--- config.mk ---
export PLATFORM = sky130hd
export DESIGN_NAME = rg_ifr_md
export DESIGN_NICKNAME = d
export VERILOG_FILES = /design/src/rtl/rg_ifr_md.sv
export SDC_FILE = /design/constraint.sdc
export NUM_CORES = 1
export LEC_CHECK = 0
export CAP_MARGIN = 10
export CORE_MARGIN = 8
export CORE_UTILIZATION = 41
export DETAILED_ROUTE_END_ITERATION = 16
export GPL_ROUTABILITY_DRIVEN = 0
export HOLD_SLACK_MARGIN = 0.08
export PLACE_DENSITY = 0.89
export SLEW_MARGIN = 20
export SYNTH_ARGS = -nofsm -noshare
export SYNTH_HDL_FRONTEND = slang
export SYNTH_SLANG_ARGS = --single-unit
--- constraint.sdc ---
create_clock -name clk -period 4.52 [get_ports clk]
set_clock_uncertainty 0.2 [all_clocks]
set_input_delay 0.904 -clock clk [delete_from_list [all_inputs] [get_ports clk]]
set_output_delay 0.904 -clock clk [all_outputs]
set_load 0.01 [all_outputs]
--- src/rtl/rg_ifr_md.sv ---
// rg_ifr_md: interrupt flag / mask register pair with prioritised request.
// Hardware events set flags; software clears them by writing one (W1C).
// A vector acknowledge clears the indexed flag for the bits that allow it.
// Optional feature macro: RG_IFR_SYNC_EN adds a two-flop synchroniser on evt.
module rg_ifr_md #(
    parameter int unsigned        P_WIDTH       = 8,
    parameter logic [P_WIDTH-1:0] P_INIT_VAL    = '0,
    parameter logic [P_WIDTH-1:0] P_IMPL_MASK   = '1,
    parameter logic [P_WIDTH-1:0] P_EDGE_MASK   = '0,
    parameter logic [P_WIDTH-1:0] P_HW_CLR_MASK = '1
) (
    input  logic               clk,
    input  logic               nrst,
    input  logic [P_WIDTH-1:0] wdata,
    input  logic               fwbe,
    input  logic               mwbe,
    input  logic [P_WIDTH-1:0] evt,
    input  logic               irq_ack,
    output logic [P_WIDTH-1:0] frdata,
    output logic [P_WIDTH-1:0] mrdata,
    output logic               irq,
    output logic [3:0]         irq_idx
);

    logic [P_WIDTH-1:0] r_flag;
    logic [P_WIDTH-1:0] r_mask;
    logic [P_WIDTH-1:0] r_evt_prev;

    logic [P_WIDTH-1:0] w_evt_s;
    logic [P_WIDTH-1:0] w_set;
    logic [P_WIDTH-1:0] w_clr;
    logic [P_WIDTH-1:0] w_pending;
    logic [P_WIDTH-1:0] w_ack_sel;
    logic [P_WIDTH-1:0] w_flag_nxt;
    logic [3:0]         w_idx;
    logic               w_irq;

`ifdef RG_IFR_SYNC_EN
    logic [P_WIDTH-1:0] r_sync1;
    logic [P_WIDTH-1:0] r_sync2;

    // Two-flop synchroniser for asynchronous event sources
    always_ff @(posedge clk or negedge nrst) begin
        if (!nrst) begin
            r_sync1 <= '0;
            r_sync2 <= '0;
        end else begin
            r_sync1 <= evt & P_IMPL_MASK;
            r_sync2 <= r_sync1;
        end
    end

    assign w_evt_s = r_sync2;
`else
    assign w_evt_s = evt & P_IMPL_MASK;
`endif

    // Pulse bits set on every high sample, edge bits only on a rising edge
    assign w_set = w_evt_s & (~P_EDGE_MASK | ~r_evt_prev);

    assign w_pending = r_flag & r_mask & P_IMPL_MASK;
    assign w_irq     = |w_pending;

    // Lowest pending index wins; scan downward so the last hit is the lowest
    always_comb begin
        w_idx = 4'd0;
        for (int i = int'(P_WIDTH) - 1; i >= 0; i--) begin
            if (w_pending[i]) begin
                w_idx = 4'(i);
            end
        end
    end

    // One-hot decode of the currently requested vector
    always_comb begin
        w_ack_sel = '0;
        for (int i = 0; i < int'(P_WIDTH); i++) begin
            w_ack_sel[i] = (w_idx == 4'(i));
        end
    end

    // Clear sources: W1C write and acknowledge of the active vector
    always_comb begin
        w_clr = '0;
        if (fwbe) begin
            w_clr = w_clr | wdata;
        end
        if (irq_ack && w_irq) begin
            w_clr = w_clr | (w_ack_sel & P_HW_CLR_MASK);
        end
    end

    // Set wins over clear when both hit the same bit on one edge
    assign w_flag_nxt = ((r_flag & ~w_clr) | w_set) & P_IMPL_MASK;

    // Flag, mask and edge-history registers
    always_ff @(posedge clk or negedge nrst) begin
        if (!nrst) begin
            r_flag     <= P_INIT_VAL & P_IMPL_MASK;
            r_mask     <= '0;
            r_evt_prev <= '0;
        end else begin
            r_flag     <= w_flag_nxt;
            r_evt_prev <= w_evt_s;
            if (mwbe) begin
                r_mask <= wdata & P_IMPL_MASK;
            end
        end
    end

    assign frdata  = r_flag | (P_INIT_VAL & ~P_IMPL_MASK);
    assign mrdata  = r_mask;
    assign irq     = w_irq;
    assign irq_idx = w_idx;

endmodule

==> results of run 1 <==
-- path summary, 6_finish.rpt --
check	end	from	cells after the start
min in group asynchronous	frdata[0]$_DFF_PN0_	nrst	1
max reg2reg	frdata[6]$_DFF_PN0_	mrdata[0]$_DFFE_PN0P_	4
min reg2reg	frdata[0]$_DFF_PN0_	frdata[0]$_DFF_PN0_	1
min	frdata[0]$_DFF_PN0_	frdata[0]$_DFF_PN0_	1
max in group asynchronous	mrdata[7]$_DFFE_PN0P_	nrst	1
max	irq_idx[1]	mrdata[0]$_DFFE_PN0P_	3
-- synthesized netlist by cell type --
cell / count
dfrtp_1: 16
nand2_1: 11
mux2_2: 8
a21oi_1: 5
nor2_1: 5
a21o_1: 4
a22oi_1: 3
a21boi_0: 2
a22o_1: 2
a32o_1: 2
clkbuf_1: 2
nand3_1: 2
o31a_2: 2
a22oi_2: 1
a31o_2: 1
a31o_4: 1
a31oi_1: 1
and3_1: 1
buf_4: 1
conb_1: 1
nand2b_1: 1
nand3b_1: 1
nand4_1: 1
o41a_1: 1
-- worst reg2reg max path: stages (launching register included) --
cell	delay, ns
dfrtp_1	0.43
a22oi_2	0.12
a32o_1	0.27
a31o_4	0.24
o41a_1	0.38
-- power breakdown --
| part | internal [uW] | total, uW | leakage [uW] | switching, uW |
|---|---|---|---|---|
| sequential | 157 | 173 | 0.000175 | 15.7 |
| clock | 30.8 | 73.5 | 0.0000138 | 42.6 |
| combinational | 75.4 | 129 | 0.000310 | 53.6 |
-- sequential cells by signal, summed over array words and instances, names as in the netlist --
name / flops
frdata: 8
mrdata: 8
-- kinds of logic after synthesis --
family,after synthesis
AOI/OAI and AO/OA,25
and+or+nand+nor,22
DFF,16
muxes,8
buffers and inverters,3
other,1
-- layout make-up --
class,count,area (sq um)
well taps,27,33.8
repair buffers,40,400
clock buffers,3,22.5
fillers,167,668
flip-flops and latches,16,400
multi-input cells,56,397
-- metal layers --
| metal | global-route usage (%) | vias to the layer above |
|---|---|---|
| met2 | 22.0 | 25 |
| met1 | 16.3 | 368 |
| met4 | 5.98 | 0 |
| met3 | 3.39 | 4 |
| li1 | - | 364 |
| met5 | 0 | - |
-- stage by stage --
step / cells / power, uW / setup WS, ns
3_5_place_dp: 139 / 305 / 1.78
2_1_floorplan: 75 / 232 / 2.25
6_report: 142 / 375 / 1.45
3_3_place_gp: 139 / 302 / 1.83
5_1_grt: 142 / 399 / 1.28
4_1_cts: 142 / 378 / 1.47
==> impl_metrics.tcl, run 1 <==
set metrics [dict create \
    die_w_um 60.5 \
    top_layer_used "met4" \
    antennaDiodeCount 0 \
    route.vias.total 761 \
    synthXorXnorAreaFrac_pct 0 \
    drive_gt1_share_pct 13.9 \
    htreeDepth 1 \
    ys_ff_latch 16 \
    syn_to_final_growth_pct 54.4 \
    rrSetupSlack_ns 2.75 \
    synth.yosys.seq_area_share_pct 49.3 \
    dp_hpwl_mm 1.89 \
    clock-sinks 16 \
    final_common_cell "clkdlybuf4s50_1" \
    first_global_vias 745 \
    hold_viol 0 \
    finalSetupTns_ns 0 \
    clk_pin_slew_ns 0.09 \
    period_share_pct 68.0 \
    yosysUniqueCellTypes 24 \
    fp.dieArea_sq_um 3660 \
    grt_max_degree 17 \
    rows 16 \
    syn-num-nets 96 \
    cts_buffer_depth 2 \
    finalSetupViolCount 0 \
    yosys.area.top_type "dfrtp_1" \
    cts_root_buf "clkbuf_4" \
    yosys_warnings 0 \
    worstPathArrival_ns 1.97 \
    postCtsSetupBuffers 0 \
    synth_compound_gate_area_share_pct 25.4 \
    slew_violations 0 \
    port_buffers 40 \
    synthesis.area_sq_um 812 \
    final_area_sq_um 1250 \
    firstDrtPassIters 4 \
    mostFrequentLayoutCells "clkdlybuf4s50_1, dfrtp_1, nand2_1" \
    place_area_sq_um 1230 \
    grt-ovfl-total 0 \
    totalWireLength_mm 2.34 \
    wl_per_cell_um 16.5 \
    synth-simple-area-share_pct 11.9 \
    utilization_pct 65.2 \
    crit_type "reg -> out" \
    track_usage_pct 13.5 \
    drc 0 \
    finalNetCount 138 \
    io_pins 42 \
    grt_pass1_wl_mm 3.69 \
    wl_met2_mm 1.18 \
    rsz0062_at_grt "no" \
    power_density_nw_per_um2 299 \
    clk-insertion-delay-late_ns 0.28 \
    critPathMaxStageDelay_ns 0.56 \
    synthTopCellsByArea "dfrtp_1, mux2_2, nand2_1" \
    synthMuxAreaShare_pct 11.1 \
    peakVddDrop_mv 0.142 \
    path_max_fanout 7 \
    avgViaCountPerCell 5.36 \
    wl_met1_um 962 \
    cts_tree "built" \
    synth.top_cell.area_share_pct 49.3 \
    min_path_type "reg -> reg" \
    start_kind "flip-flop" \
    postSynthCellCount 75 \
    drv_cap 0 \
    cts-resized-gates 0 \
    endpoint_kind "primary output" \
    ant_nets 0 \
    drt_iter0_markers 21 \
    whs_ns 0.371 \
    cts-buffers-inserted 3 \
    relSlewSlack_pct 50.2 \
    period_minus_slack_ns 3.07 \
    hold_buffers 0 \
    synth.avg_cell_area_sq_um 10.8 \
    initial_core_util_pct 42.3 \
    worst_pin_slew_ns 0.744 \
    max_freq_mhz 325 \
    die_h_um 60.5 \
    cp_num_buf_inv 1 \
    synth_fa_ha_area_share_pct 0 \
    leakage_uw 0.000499 \
    path_delay_family "compound AO/OA/AOI/OAI gates" \
    outcome "finished, final reports clean" \
    core-area_sq_um 1920 \
    antenna_found_initial 0 \
    synth_top_family_by_area "compound AO/OA/AOI/OAI gates" \
    crit_chain "a22oi_1 > a21boi_0 > clkdlybuf4s50_1" \
    slowest_stage "clkdlybuf4s50_1" \
    worst_ep_required_time_ns 3.42 \
    dr_wl_met3_um 165 \
]
(Power assumes the default switching activity.)
==> run 2, diff against run 1 <==
--- a/config.mk
+++ b/config.mk
@@ -7,11 +7,11 @@
 export LEC_CHECK = 0
 export CAP_MARGIN = 10
 export CORE_MARGIN = 8
-export CORE_UTILIZATION = 41
+export CORE_UTILIZATION = 35
 export DETAILED_ROUTE_END_ITERATION = 16
 export GPL_ROUTABILITY_DRIVEN = 0
 export HOLD_SLACK_MARGIN = 0.08
-export PLACE_DENSITY = 0.89
+export PLACE_DENSITY = 0.81
 export SLEW_MARGIN = 20
 export SYNTH_ARGS = -nofsm -noshare
 export SYNTH_HDL_FRONTEND = slang
==> constraint.sdc (replaced) <==
create_clock -name clk -period 2.7 [get_ports clk]
set_clock_uncertainty 0.2 [all_clocks]
set_input_delay 0.54 -clock clk [delete_from_list [all_inputs] [get_ports clk]]
set_output_delay 0.54 -clock clk [all_outputs]
set_load 0.01 [all_outputs]
==> impl_metrics.tcl, run 2 (synthesis results as in run 1) <==
set metrics [dict create \
    path_max_fanout 7 \
    reg2reg_to "frdata[6]$_DFF_PN0_" \
    clk_pin_slew_ns 0.09 \
    worstPathArrival_ns 1.88 \
    grt.met1_usage_pct 13.6 \
    drc 0 \
    finalSetupViolCount 0 \
    worst_ep_required_time_ns 1.96 \
    syn_to_final_growth_pct 57.5 \
    finalSetupTns_ns 0 \
    place_area_sq_um 1240 \
    drive_gt1_share_pct 17.1 \
    die_h_um 64.2 \
    worst_pin_slew_ns 0.721 \
    endpoint_kind "primary output" \
    rows 17 \
    firstDrtPassIters 4 \
    die_w_um 64.2 \
    antennaDiodeCount 0 \
    cp_num_buf_inv 1 \
    mostFrequentLayoutCells "clkdlybuf4s50_1, dfrtp_1, nand2_1" \
    dp_cells 141 \
    dp_hpwl_mm 1.98 \
    grt_pass1_wl_mm 3.92 \
    rrSetupSlack_ns 0.90 \
    peakVddDrop_mv 0.300 \
    grt-ovfl-total 0 \
    crit_type "reg -> out" \
    drv_cap 0 \
    hold_viol 0 \
    slew_violations 0 \
    grt_use_met2_pct 19.7 \
    power_density_nw_per_um2 498 \
    drt_iter0_markers 7 \
    period_share_pct 97.1 \
    avgViaCountPerCell 5.28 \
    period_minus_slack_ns 2.62 \
    hold_buffers 0 \
    port_buffers 40 \
    max_freq_mhz 381 \
    r2r_start "mrdata[0]$_DFFE_PN0P_" \
    io_pins 42 \
    clk-insertion-delay-late_ns 0.28 \
    met3_usage_pct 4.53 \
    gr-max-usage-layer "met2" \
    cts_buffer_depth 2 \
    start_kind "flip-flop" \
    min_path_type "reg -> reg" \
    ant_nets 0 \
    initial_core_util_pct 36.7 \
    finalNetCount 140 \
    track_usage_pct 12.0 \
    clock-sinks 16 \
    crit_chain "a22oi_2 > a32o_1 > a31o_4 > clkdlybuf4s50_1" \
    final_area_sq_um 1280 \
    path_depth 4 \
    stdcell_count 145 \
    wl_per_cell_um 17.0 \
    critPathMaxStageDelay_ns 0.55 \
    first_global_vias 825 \
    reg2reg_depth 4 \
    final_common_cell "clkdlybuf4s50_1" \
    slowest_stage "clkdlybuf4s50_1" \
    route.vias.total 765 \
    path_delay_family "compound AO/OA/AOI/OAI gates" \
    core-area_sq_um 2210 \
    outcome "finished, final reports clean" \
    utilization_pct 57.8 \
    leakage_uw 0.000512 \
    antenna_found_initial 0 \
    grt_max_degree 17 \
    htreeDepth 1 \
    endpoint "irq_idx[0]" \
    cts_tree "built" \
    fillers 211 \
    totalWireLength_mm 2.46 \
    cts-buffers-inserted 3 \
    rsz0062_at_grt "yes" \
    cts_root_buf "clkbuf_4" \
    relSlewSlack_pct 51.8 \
    crit_path_start "mrdata[0]$_DFFE_PN0P_" \
    fp.dieArea_sq_um 4120 \
]
run 2: final cells by class:
type	instances	area (sq um)	area share (%)
repair buffers	42	414	32.4
multi-input cells	56	407	31.8
flip-flops and latches	16	400	31.3
well taps	28	35.0	2.74
clock buffers	3	22.5	1.76
run 2: worst min path at each step:
stage	end	slack [ns]	depth (start not counted)	startpoint
after floorplan	frdata[0]$_DFF_PN0_	0.04	0	nrst
after global placement	mrdata[1]$_DFFE_PN0P_	0.35	1	mrdata[1]$_DFFE_PN0P_
after detailed placement	mrdata[1]$_DFFE_PN0P_	0.35	1	mrdata[1]$_DFFE_PN0P_
after CTS	mrdata[1]$_DFFE_PN0P_	0.37	1	mrdata[1]$_DFFE_PN0P_
after global routing	mrdata[1]$_DFFE_PN0P_	0.41	1	mrdata[1]$_DFFE_PN0P_
final	mrdata[5]$_DFFE_PN0P_	0.38	1	mrdata[5]$_DFFE_PN0P_
run 2: stage by stage:
step / power [uW] / setup slack [ns] / hold slack [ns]
CTS: 636 / 0.0304 / 0.366
floorplan: 388 / 0.790 / 0.0444
finish: 637 / 0.0775 / 0.378
global route: 674 / -0.0317 / 0.407
global placement: 511 / 0.339 / 0.345
detailed placement: 516 / 0.304 / 0.346
run 2: what timing repair did:
action                                  CTS  global route
pin swaps                                 0             1
buffers inserted                          0             1
endpoints found under the setup margin    1             2
gates resized for setup                   1             3
run 2: power by group:
group          leakage [uW]  switching (uW)  internal, uW
sequential         0.000175            29.8           263
clock             0.0000138            69.4          51.7
combinational      0.000323            92.0           132
run 2: metal layers:
layer  wire length (um)  part of all wire (%)  up-vias
met2               1230                    50       22
met4                 16                  0.65        0
met1               1030                    42      376
li1                   -                     -      365
met3                181                   7.4        2
met5                  0                     0        -
